$ cat src/rtl/core_dispatch_scoreboard_pkg.sv
// Shared micro-architecture types for the dispatch scoreboard.
//   eu_class_e : execution-unit class encoding carried on slot_class
//   reg_num_t  : architectural register index sized from the default register count
//   slot_t     : per-slot decode bundle, kept for future packing of the slot ports
package core_dispatch_scoreboard_pkg;

  typedef enum logic [1:0] {
    EU_ALU    = 2'd0,
    EU_BRANCH = 2'd1,
    EU_LDST   = 2'd2,
    EU_MUL    = 2'd3
  } eu_class_e;

  localparam int NREGS_DEFAULT = 16;
  localparam int REG_BITS      = $clog2(NREGS_DEFAULT);

  typedef logic [REG_BITS-1:0] reg_num_t;

  typedef struct packed {
    logic      valid;
    logic      execute;
    eu_class_e cls;
    logic      writeback;
    reg_num_t  rd;
    reg_num_t  ra;
    reg_num_t  rb;
    logic      uses_ra;
    logic      uses_rb;
  } slot_t;

endpackage

$ cat src/rtl/core_dispatch_scoreboard_regs.sv
// Register busy file for the dispatch scoreboard.
//   clk, rst       : clock, asynchronous active-high reset
//   flush          : discard all busy state (and any same-cycle set)
//   wb_valid/wb_rd : writeback ports, each clears one busy bit
//   set_mask       : registers claimed by this cycle's dispatched producers
//   busy           : registered busy state
//   eb             : busy with this cycle's writebacks already removed (bypass view)
module core_dispatch_scoreboard_regs #(
  parameter  int NREGS = 16,
  parameter  int NWB   = 2,
  localparam int RB    = $clog2(NREGS)
) (
  input  logic              clk,
  input  logic              rst,
  input  logic              flush,
  input  logic [NWB-1:0]    wb_valid,
  input  logic [RB*NWB-1:0] wb_rd,
  input  logic [NREGS-1:0]  set_mask,
  output logic [NREGS-1:0]  busy,
  output logic [NREGS-1:0]  eb
);

  logic [NREGS-1:0] busy_q;
  logic [NREGS-1:0] busy_d;
  logic [NREGS-1:0] cleared;

  always_comb begin
    cleared = '0;
    for (int p = 0; p < NWB; p++) begin
      if (wb_valid[p]) cleared[wb_rd[p*RB +: RB]] = 1'b1;
    end
  end

  assign eb = busy_q & ~cleared;

  // Set is ORed after the clear so a same-cycle re-claim wins.
  always_comb begin
    busy_d = flush ? '0 : (eb | set_mask);
  end

  always_ff @(posedge clk or posedge rst) begin
    if (rst) busy_q <= '0;
    else     busy_q <= busy_d;
  end

  assign busy = busy_q;

endmodule

$ cat src/rtl/core_dispatch_scoreboard.sv
// N-wide in-order dispatch gate with register scoreboard.
//   slot_*          : decoded issue group, slot 0 oldest
//   wb_valid/wb_rd  : writebacks clearing busy bits (bypassed same cycle)
//   class_ready     : per-class unit availability
//   branch_stall    : blocks all dispatch
//   flush           : clears the scoreboard
//   dispatch        : combinational per-slot grant (always an in-order prefix)
//   busy            : registered scoreboard state
//   stall_cycles    : saturating count of cycles with slot 0 valid but held
module core_dispatch_scoreboard
  import core_dispatch_scoreboard_pkg::*;
#(
  parameter  int WIDTH    = 2,
  parameter  int NREGS    = 16,
  parameter  int NWB      = 2,
  parameter  int N_ALU    = 2,
  parameter  int N_BRANCH = 1,
  parameter  int N_LDST   = 1,
  parameter  int N_MUL    = 1,
  localparam int RB       = $clog2(NREGS)
) (
  input  logic                clk,
  input  logic                rst,
  input  logic                flush,
  input  logic [WIDTH-1:0]    slot_valid,
  input  logic [WIDTH-1:0]    slot_execute,
  input  logic [2*WIDTH-1:0]  slot_class,
  input  logic [WIDTH-1:0]    slot_writeback,
  input  logic [RB*WIDTH-1:0] slot_rd,
  input  logic [RB*WIDTH-1:0] slot_ra,
  input  logic [RB*WIDTH-1:0] slot_rb,
  input  logic [WIDTH-1:0]    slot_uses_ra,
  input  logic [WIDTH-1:0]    slot_uses_rb,
  input  logic [NWB-1:0]      wb_valid,
  input  logic [RB*NWB-1:0]   wb_rd,
  input  logic [3:0]          class_ready,
  input  logic                branch_stall,
  output logic [WIDTH-1:0]    dispatch,
  output logic [NREGS-1:0]    busy,
  output logic [31:0]         stall_cycles
);

  logic [NREGS-1:0] eb;
  logic [NREGS-1:0] set_mask;
  logic [WIDTH-1:0] eligible;
  logic [WIDTH-1:0] grant;
  logic [31:0]      stall_cycles_q;
  logic [31:0]      stall_cycles_d;

  core_dispatch_scoreboard_regs #(
    .NREGS (NREGS),
    .NWB   (NWB)
  ) u_regs (
    .clk      (clk),
    .rst      (rst),
    .flush    (flush),
    .wb_valid (wb_valid),
    .wb_rd    (wb_rd),
    .set_mask (set_mask),
    .busy     (busy),
    .eb       (eb)
  );

  genvar gi;
  generate
    for (gi = 0; gi < WIDTH; gi++) begin : g_slot
      logic [RB-1:0] my_rd, my_ra, my_rb;
      eu_class_e     my_cls;
      logic          hazard;
      int            cls_cnt;
      int            cls_lim;
      logic          elig;

      assign my_rd  = slot_rd[gi*RB +: RB];
      assign my_ra  = slot_ra[gi*RB +: RB];
      assign my_rb  = slot_rb[gi*RB +: RB];
      assign my_cls = eu_class_e'(slot_class[gi*2 +: 2]);

      // Earlier slots are treated as granted: if any of them is not,
      // the prefix rule drops this slot anyway.
      always_comb begin
        logic [RB-1:0] rd_j;
        rd_j    = '0;
        hazard  = 1'b0;
        cls_cnt = 1;
        if (slot_uses_ra[gi] && eb[my_ra])     hazard = 1'b1;
        if (slot_uses_rb[gi] && eb[my_rb])     hazard = 1'b1;
        if (slot_writeback[gi] && eb[my_rd])   hazard = 1'b1;
        for (int j = 0; j < gi; j++) begin
          if (slot_valid[j] && slot_execute[j]) begin
            rd_j = slot_rd[j*RB +: RB];
            if (slot_writeback[j] &&
                ((slot_uses_ra[gi] && rd_j == my_ra) ||
                 (slot_uses_rb[gi] && rd_j == my_rb) ||
                 (slot_writeback[gi] && rd_j == my_rd)))
              hazard = 1'b1;
            if (eu_class_e'(slot_class[j*2 +: 2]) == my_cls) cls_cnt = cls_cnt + 1;
          end
        end
      end

      always_comb begin
        case (my_cls)
          EU_ALU:    cls_lim = N_ALU;
          EU_BRANCH: cls_lim = N_BRANCH;
          EU_LDST:   cls_lim = N_LDST;
          default:   cls_lim = N_MUL;
        endcase
      end

      // No-op slots (execute=0) bypass every hazard and structural check.
      always_comb begin
        elig = slot_valid[gi] &&
               (!slot_execute[gi] ||
                (!hazard && (cls_cnt <= cls_lim) && class_ready[my_cls]));
      end

      assign eligible[gi] = elig;
    end
  endgenerate

  always_comb begin
    logic run;
    run   = !branch_stall;
    grant = '0;
    for (int i = 0; i < WIDTH; i++) begin
      run      = run && eligible[i];
      grant[i] = run;
    end
  end

  assign dispatch = grant;

  always_comb begin
    set_mask = '0;
    for (int i = 0; i < WIDTH; i++) begin
      if (grant[i] && slot_execute[i] && slot_writeback[i])
        set_mask[slot_rd[i*RB +: RB]] = 1'b1;
    end
  end

  always_comb begin
    stall_cycles_d = stall_cycles_q;
    if (slot_valid[0] && !grant[0] && (stall_cycles_q != 32'hFFFF_FFFF))
      stall_cycles_d = stall_cycles_q + 32'd1;
  end

  always_ff @(posedge clk or posedge rst) begin
    if (rst) stall_cycles_q <= '0;
    else     stall_cycles_q <= stall_cycles_d;
  end

  assign stall_cycles = stall_cycles_q;

endmodule

$ cat config.mk
export PLATFORM = sky130hd
export DESIGN_NAME = core_dispatch_scoreboard
export DESIGN_NICKNAME = d
export VERILOG_FILES = /design/src/rtl/core_dispatch_scoreboard_pkg.sv /design/src/rtl/core_dispatch_scoreboard_regs.sv /design/src/rtl/core_dispatch_scoreboard.sv
export SDC_FILE = /design/constraint.sdc
export NUM_CORES = 1
export LEC_CHECK = 0
export ABC_AREA = 0
export BUFFER_PORTS_ARGS = -buffer_cell sky130_fd_sc_hd__buf_2
export CAP_MARGIN = 20
export CORE_ASPECT_RATIO = 0.6
export CORE_MARGIN = 5
export CORE_UTILIZATION = 54
export DETAILED_ROUTE_END_ITERATION = 7
export PLACE_DENSITY_LB_ADDON = 0.3
export SKIP_CTS_REPAIR_TIMING = 1
export SLEW_MARGIN = 10
export SYNTH_ARGS = -nofsm -noshare
export SYNTH_HDL_FRONTEND = slang
export SYNTH_SLANG_ARGS = --single-unit
$ cat constraint.sdc
create_clock -name clk -period 2.8 [get_ports clk]
set_input_delay 0.28 -clock clk [delete_from_list [all_inputs] [get_ports clk]]
set_output_delay 0.28 -clock clk [all_outputs]
set_load 0.005 [all_outputs]
==> impl_metrics.tcl, run 1 <==
set metrics [dict create \
    run_status "finished, violations left" \
    failed_checks "negative setup slack" \
    synth_edf_count 0 \
    mostFrequentLayoutCells "buf_2 (99), buf_4 (90), dfrtp_1 (48)" \
    die_area_um2 9480 \
    drt_pass1_iterations 6 \
    hold_class "in2reg" \
    cp_max_fo 6 \
    chipHeight_um 77.4 \
    grt_pass1_wl_mm 24.7 \
    antenna_cells 0 \
    worstSetupStartpointType "input pin" \
    drive_above_1_share 0.450 \
    syn_inst 461 \
    cp_slowest_stage_delay_ns 0.48 \
    pwr-share-seq 0.345 \
    drt_iter0_markers 1000 \
    drc_errors 0 \
    fin_ws_ns -0.140 \
    h-tree-depth 2 \
    worst_hold_slack_ns 0.420 \
    rsz0062_at_grt "true" \
    die_w_um 122 \
    coreArea_um2 7330 \
    yosys.area_share.simple 0.292 \
    clkPwrFrac 0.352 \
    worstPathRequired_ns 2.52 \
    endpoint_kind "primary output" \
    tightest_slew_ns 0.645 \
    antenna_left 0 \
    cts_made_buffers 5 \
    place_ws_ns -0.453 \
    synth_top_family_by_area "simple AND/OR/NAND/NOR gates" \
    max_freq_mhz 340 \
    place_area_um2 5290 \
    p_int_mw 1.54 \
    num_vias 5152 \
    crit_type "in2out" \
    nets 704 \
    initial_core_util 0.559 \
    p_sw_frac 0.321 \
    finalCriticalPeriod_ns 2.94 \
    grt_usage 0.335 \
    cts.reportedPaths.clkPinSlew_ns 0.07 \
    ir_worst_vdd_mv 0.305 \
    cts_sinks 48 \
    antenna_found_initial 0 \
    async_flop_share 1.00 \
    grt_max_degree 49 \
    synthAdderAreaFrac 0.00611 \
    ys_seq_area_frac 0.293 \
    slew_headroom 0.570 \
    crit_arrival_ns 2.66 \
    muxShareOfSynthArea 0.0489 \
    synthesis.nets 519 \
    path_cells "buf_6 -> nand3_2 -> buf_4 -> o22a_1 -> buf_4 -> and2_4 -> mux4_2 -> nand2b_1 -> a21oi_2 -> buf_6 -> a31o_4 -> o21ai_2 -> nor2_1 -> buf_2" \
    ys_ff_latch 48 \
    drv_cap 0 \
    synth_top_flop_cell "dfrtp_1" \
    wl_mm 17.7 \
    port_buffers 105 \
    cts_tree "yes" \
    yosys.area_share.xor_xnor 0.0963 \
    wire_per_inst_um 23.6 \
    final_common_cell "buf_2" \
    synth_compound_area_frac 0.209 \
    grt_pass1_vias 4476 \
    switchingPower_mw 0.730 \
    crit_family "buffers and inverters" \
    ys_warn_count 0 \
    path_buf_inv 5 \
    slew_violations 0 \
    io_pins 106 \
    hpwlAfterDp_mm 12.6 \
    areaGrowthSynthToFinish_pct 44.7 \
    p_per_area_nw_per_um2 384 \
    setup_viol 18 \
    cts_root_buf "clkbuf_16" \
    slowest_stage "mux4_2" \
    hold_violations 0 \
    final_area_um2 5920 \
    fin_skew_ns 0.00647 \
    post-route-period-util 1.05 \
    viasPerCell 6.86 \
    p_comb_frac 0.303 \
    gp_congestion 1.00 \
    syn-mean-instance-area_um2 8.88 \
    syn_area_um2 4090 \
    clockBufferDepth 2 \
    fp-row-count 24 \
    grt_overflow 0 \
    p_leak_nw 2.69 \
    worstSkewPairLatency_ns 0.29 \
    ys_types 71 \
]
synth_stat cells (5+ instances only):
library cell / count / area share
a211oi_1: 6 / 0.011
a31oi_1: 19 / 0.029
and2_1: 11 / 0.017
and3_1: 18 / 0.028
and4_1: 6 / 0.013
buf_1: 8 / 0.0073
clkbuf_1: 12 / 0.011
dfrtp_1: 48 / 0.29
inv_1: 19 / 0.017
mux4_2: 7 / 0.039
nand2_1: 22 / 0.020
nand2b_1: 14 / 0.021
nand3_1: 27 / 0.033
nand3_2: 8 / 0.020
nand3b_1: 8 / 0.015
nand4_1: 19 / 0.029
nor2_1: 22 / 0.020
nor2b_1: 7 / 0.011
nor3_1: 8 / 0.0098
nor4_1: 5 / 0.0076
o21ai_0: 6 / 0.0073
o221a_2: 6 / 0.017
o221ai_1: 7 / 0.015
o22ai_1: 20 / 0.031
or2_2: 6 / 0.0092
xnor2_1: 32 / 0.068
xor2_1: 13 / 0.028
final timing paths:
check	startpoint	endpoint	slack (ns)	cells past startpoint
min	flush	u_regs.busy[7]	0.42	2
max reg2reg	u_regs.busy[7]	stall_cycles[6]	-0.07	11
max	wb_rd[0]	dispatch[1]	-0.14	14
min in group asynchronous	rst	stall_cycles[8]	0.48	3
max in group asynchronous	rst	u_regs.busy[6]	1.82	4
min reg2reg	stall_cycles[21]	stall_cycles[21]	0.49	1
metal layers:
metal,vias up,share of wire,global-route usage
li1,2149,-,-
met1,2430,0.40,0.512
met2,488,0.40,0.440
met3,85,0.16,0.138
met4,0,0.035,0.0503
met5,-,0,0.0521
worst reg2reg max path, stage by stage (launching register included):
cell,delay (ns)
dfrtp_1,0.42
o221a_2,0.27
mux2i_1,0.09
a311o_2,0.41
nor4_4,0.33
a211oi_4,0.12
buf_4,0.17
buf_4,0.14
a31oi_4,0.25
buf_12,0.20
nand3_1,0.16
xnor2_2,0.20
flip-flops by register name, indices dropped and copies added, names as in the netlist:
signal,flops
u_regs.busy,16
stall_cycles,32
kinds of logic after synthesis:
family                   after synthesis
adder cells (fa/ha/maj)                2
AND/OR/NAND/NOR                      200
AO/OA/AOI/OAI                        107
flip-flops                            48
multiplexers                          11
buffers and inverters                 48
XOR/XNOR                              45
area by class of cell:
class | count | area [um2]
multi-input cells | 365 | 2930
fillers | 489 | 1410
repair buffers | 206 | 1390
flip-flops and latches | 48 | 1200
well taps | 104 | 130
clock buffers | 5 | 125
inverters | 20 | 75.1
clock inverters | 3 | 68.8
per-stage QoR:
stage	utilization	power [mW]	setup TNS, ns	instances
3_3_place_gp	0.722	1.36	-14.62	729
6_report	0.808	2.27	-0.706	751
4_1_cts	0.748	2.18	-5.11	737
3_5_place_dp	0.722	1.38	-15.25	729
5_1_grt	0.808	2.36	-2.56	751
2_1_floorplan	-	1.11	0	461
power groups by stage:
stage	Combinational (mW)	Clock, mW	Sequential [mW]
6_report	0.689	0.801	0.783
5_1_grt	0.730	0.840	0.791
4_1_cts	0.593	0.805	0.781
3_5_place_dp	0.587	0	0.793
3_3_place_gp	0.572	0	0.790
2_1_floorplan	0.312	0	0.798
No activity file was read; power rests on OpenSTA's default activity.
==> inputs of run 2 (changes only) <==
CORE_ASPECT_RATIO = 0.9   (was 0.6)
==> impl_metrics.tcl, run 2 (synthesis results as in run 1) <==
set metrics [dict create \
    nets 667 \
    num_vias 4506 \
    grt_pass1_wl_mm 22.0 \
    gp_congestion 1.02 \
    drive_above_1_share 0.410 \
    post-route-period-util 1.01 \
    setup_viol 1 \
    wire_per_inst_um 20.2 \
    run_status "finished, violations left" \
    p_per_area_nw_per_um2 345 \
    tightest_slew_ns 0.640 \
    place_area_um2 4970 \
    coreArea_um2 7470 \
    endpoint_kind "primary output" \
    io_pins 106 \
    cts_made_buffers 5 \
    cts_tree "yes" \
    mostFrequentLayoutCells "buf_2 (102), buf_4 (59), dfrtp_1 (48)" \
    crit_arrival_ns 2.53 \
    cts.reportedPaths.clkPinSlew_ns 0.09 \
    regToRegStartpoint "u_regs.busy[4]" \
    post-route-util 0.737 \
    antenna_found_initial 0 \
    slowest_stage "or3b_4" \
    hold_violations 0 \
    grt_usage 0.295 \
    cp_slowest_stage_delay_ns 0.48 \
    clockBufferDepth 2 \
    final_area_um2 5500 \
    cp_max_fo 5 \
    worstPathRequired_ns 2.52 \
    crit_start "wb_rd[2]" \
    grt_pass1_vias 4377 \
    fin_skew_ns 0.0123 \
    grt_overflow 0 \
    max_freq_mhz 355 \
    slew_violations 0 \
    antenna_cells 0 \
    hpwlAfterDp_mm 10.4 \
    crit_path_frequent_cell "buf_2" \
    drt_pass1_iterations 5 \
    initial_core_util 0.548 \
    chipHeight_um 92.6 \
    worstSetupStartpointType "input pin" \
    place_ws_ns -0.276 \
    die_area_um2 9420 \
    crit_type "in2out" \
    cts_root_buf "clkbuf_8" \
    ir_worst_vdd_mv 0.493 \
    failed_checks "negative setup slack" \
    viasPerCell 6.38 \
    fill_cells 594 \
    finalCriticalPeriod_ns 2.81 \
    cts_sinks 48 \
    placed_cells 682 \
    largest_reg_flops 32 \
    drv_cap 0 \
    fin_cells 706 \
    worstSkewPairLatency_ns 0.31 \
    final_common_cell "buf_2" \
    hold_class "in2reg" \
    drt_iter0_markers 412 \
    fp-row-count 30 \
    grt_max_degree 49 \
    rsz0062_at_grt "true" \
    fin_ws_ns -0.0149 \
    hp-start "flush" \
    slew_headroom 0.573 \
    h-tree-depth 2 \
    die_w_um 102 \
    path_cells "buf_2 -> or3b_4 -> o22ai_4 -> nor2_2 -> buf_6 -> nor4b_2 -> nor3_1 -> a22o_1 -> nor3_4 -> o21ai_1 -> nor2_1 -> buf_2" \
    antenna_left 0 \
    port_buffers 105 \
    wl_mm 14.3 \
    drc_errors 0 \
    p_leak_nw 2.43 \
    areaGrowthSynthToFinish_pct 34.5 \
]
[run 2: area by class of cell]
| type | count | area (um2) | area share |
|---|---|---|---|
| Clock inverter | 3 | 46.3 | 0.00841 |
| Sequential cell | 48 | 1200 | 0.218 |
| Multi-Input combinational cell | 365 | 2930 | 0.533 |
| Timing Repair Buffer | 169 | 1060 | 0.193 |
| Clock buffer | 5 | 68.8 | 0.0125 |
| Tap cell | 96 | 120 | 0.0218 |
| Inverter | 20 | 75.1 | 0.0136 |
[run 2: layer usage]
layer / part of all wire / global-route usage
met5: 0 / 0
met1: 0.38 / 0.385
met2: 0.49 / 0.484
met3: 0.095 / 0.0542
met4: 0.032 / 0.114
[run 2: path summary, 6_finish.rpt]
| check | to | slack (ns) | cells after the start |
|---|---|---|---|
| max | dispatch[1] | -0.01 | 12 |
| min | u_regs.busy[7] | 0.36 | 2 |
| max reg2reg | stall_cycles[1] | 0.16 | 10 |
| min reg2reg | stall_cycles[28] | 0.49 | 1 |
| max in group asynchronous | stall_cycles[3] | 1.87 | 4 |
| min in group asynchronous | u_regs.busy[14] | 0.44 | 3 |
[run 2: power breakdown]
group	internal (mW)	leakage [nW]	total (mW)	switching, mW
logic	0.249	1.72	0.591	0.342
clock network	0.269	0.0548	0.515	0.246
registers	0.736	0.660	0.792	0.0569
total	1.25	2.43	1.90	0.645
[run 2: worst max-delay path: cells and delay by family]
| kind | cells | cell delay [ns] |
|---|---|---|
| buffers and inverters | 3 | 0.38 |
| and+or+nand+nor | 6 | 1.20 |
| AOI/OAI and AO/OA | 3 | 0.68 |
[run 2: stage by stage]
| stage | setup TNS (ns) | power, mW | hold WS (ns) |
|---|---|---|---|
| after floorplan | 0 | 1.11 | 0.478 |
| final | -0.0149 | 1.90 | 0.361 |
| after global placement | -5.32 | 1.31 | 0.468 |
| after detailed placement | -7.24 | 1.33 | 0.475 |
| after global routing | -0.147 | 2.00 | 0.361 |
| after CTS | -0.267 | 1.85 | 0.227 |
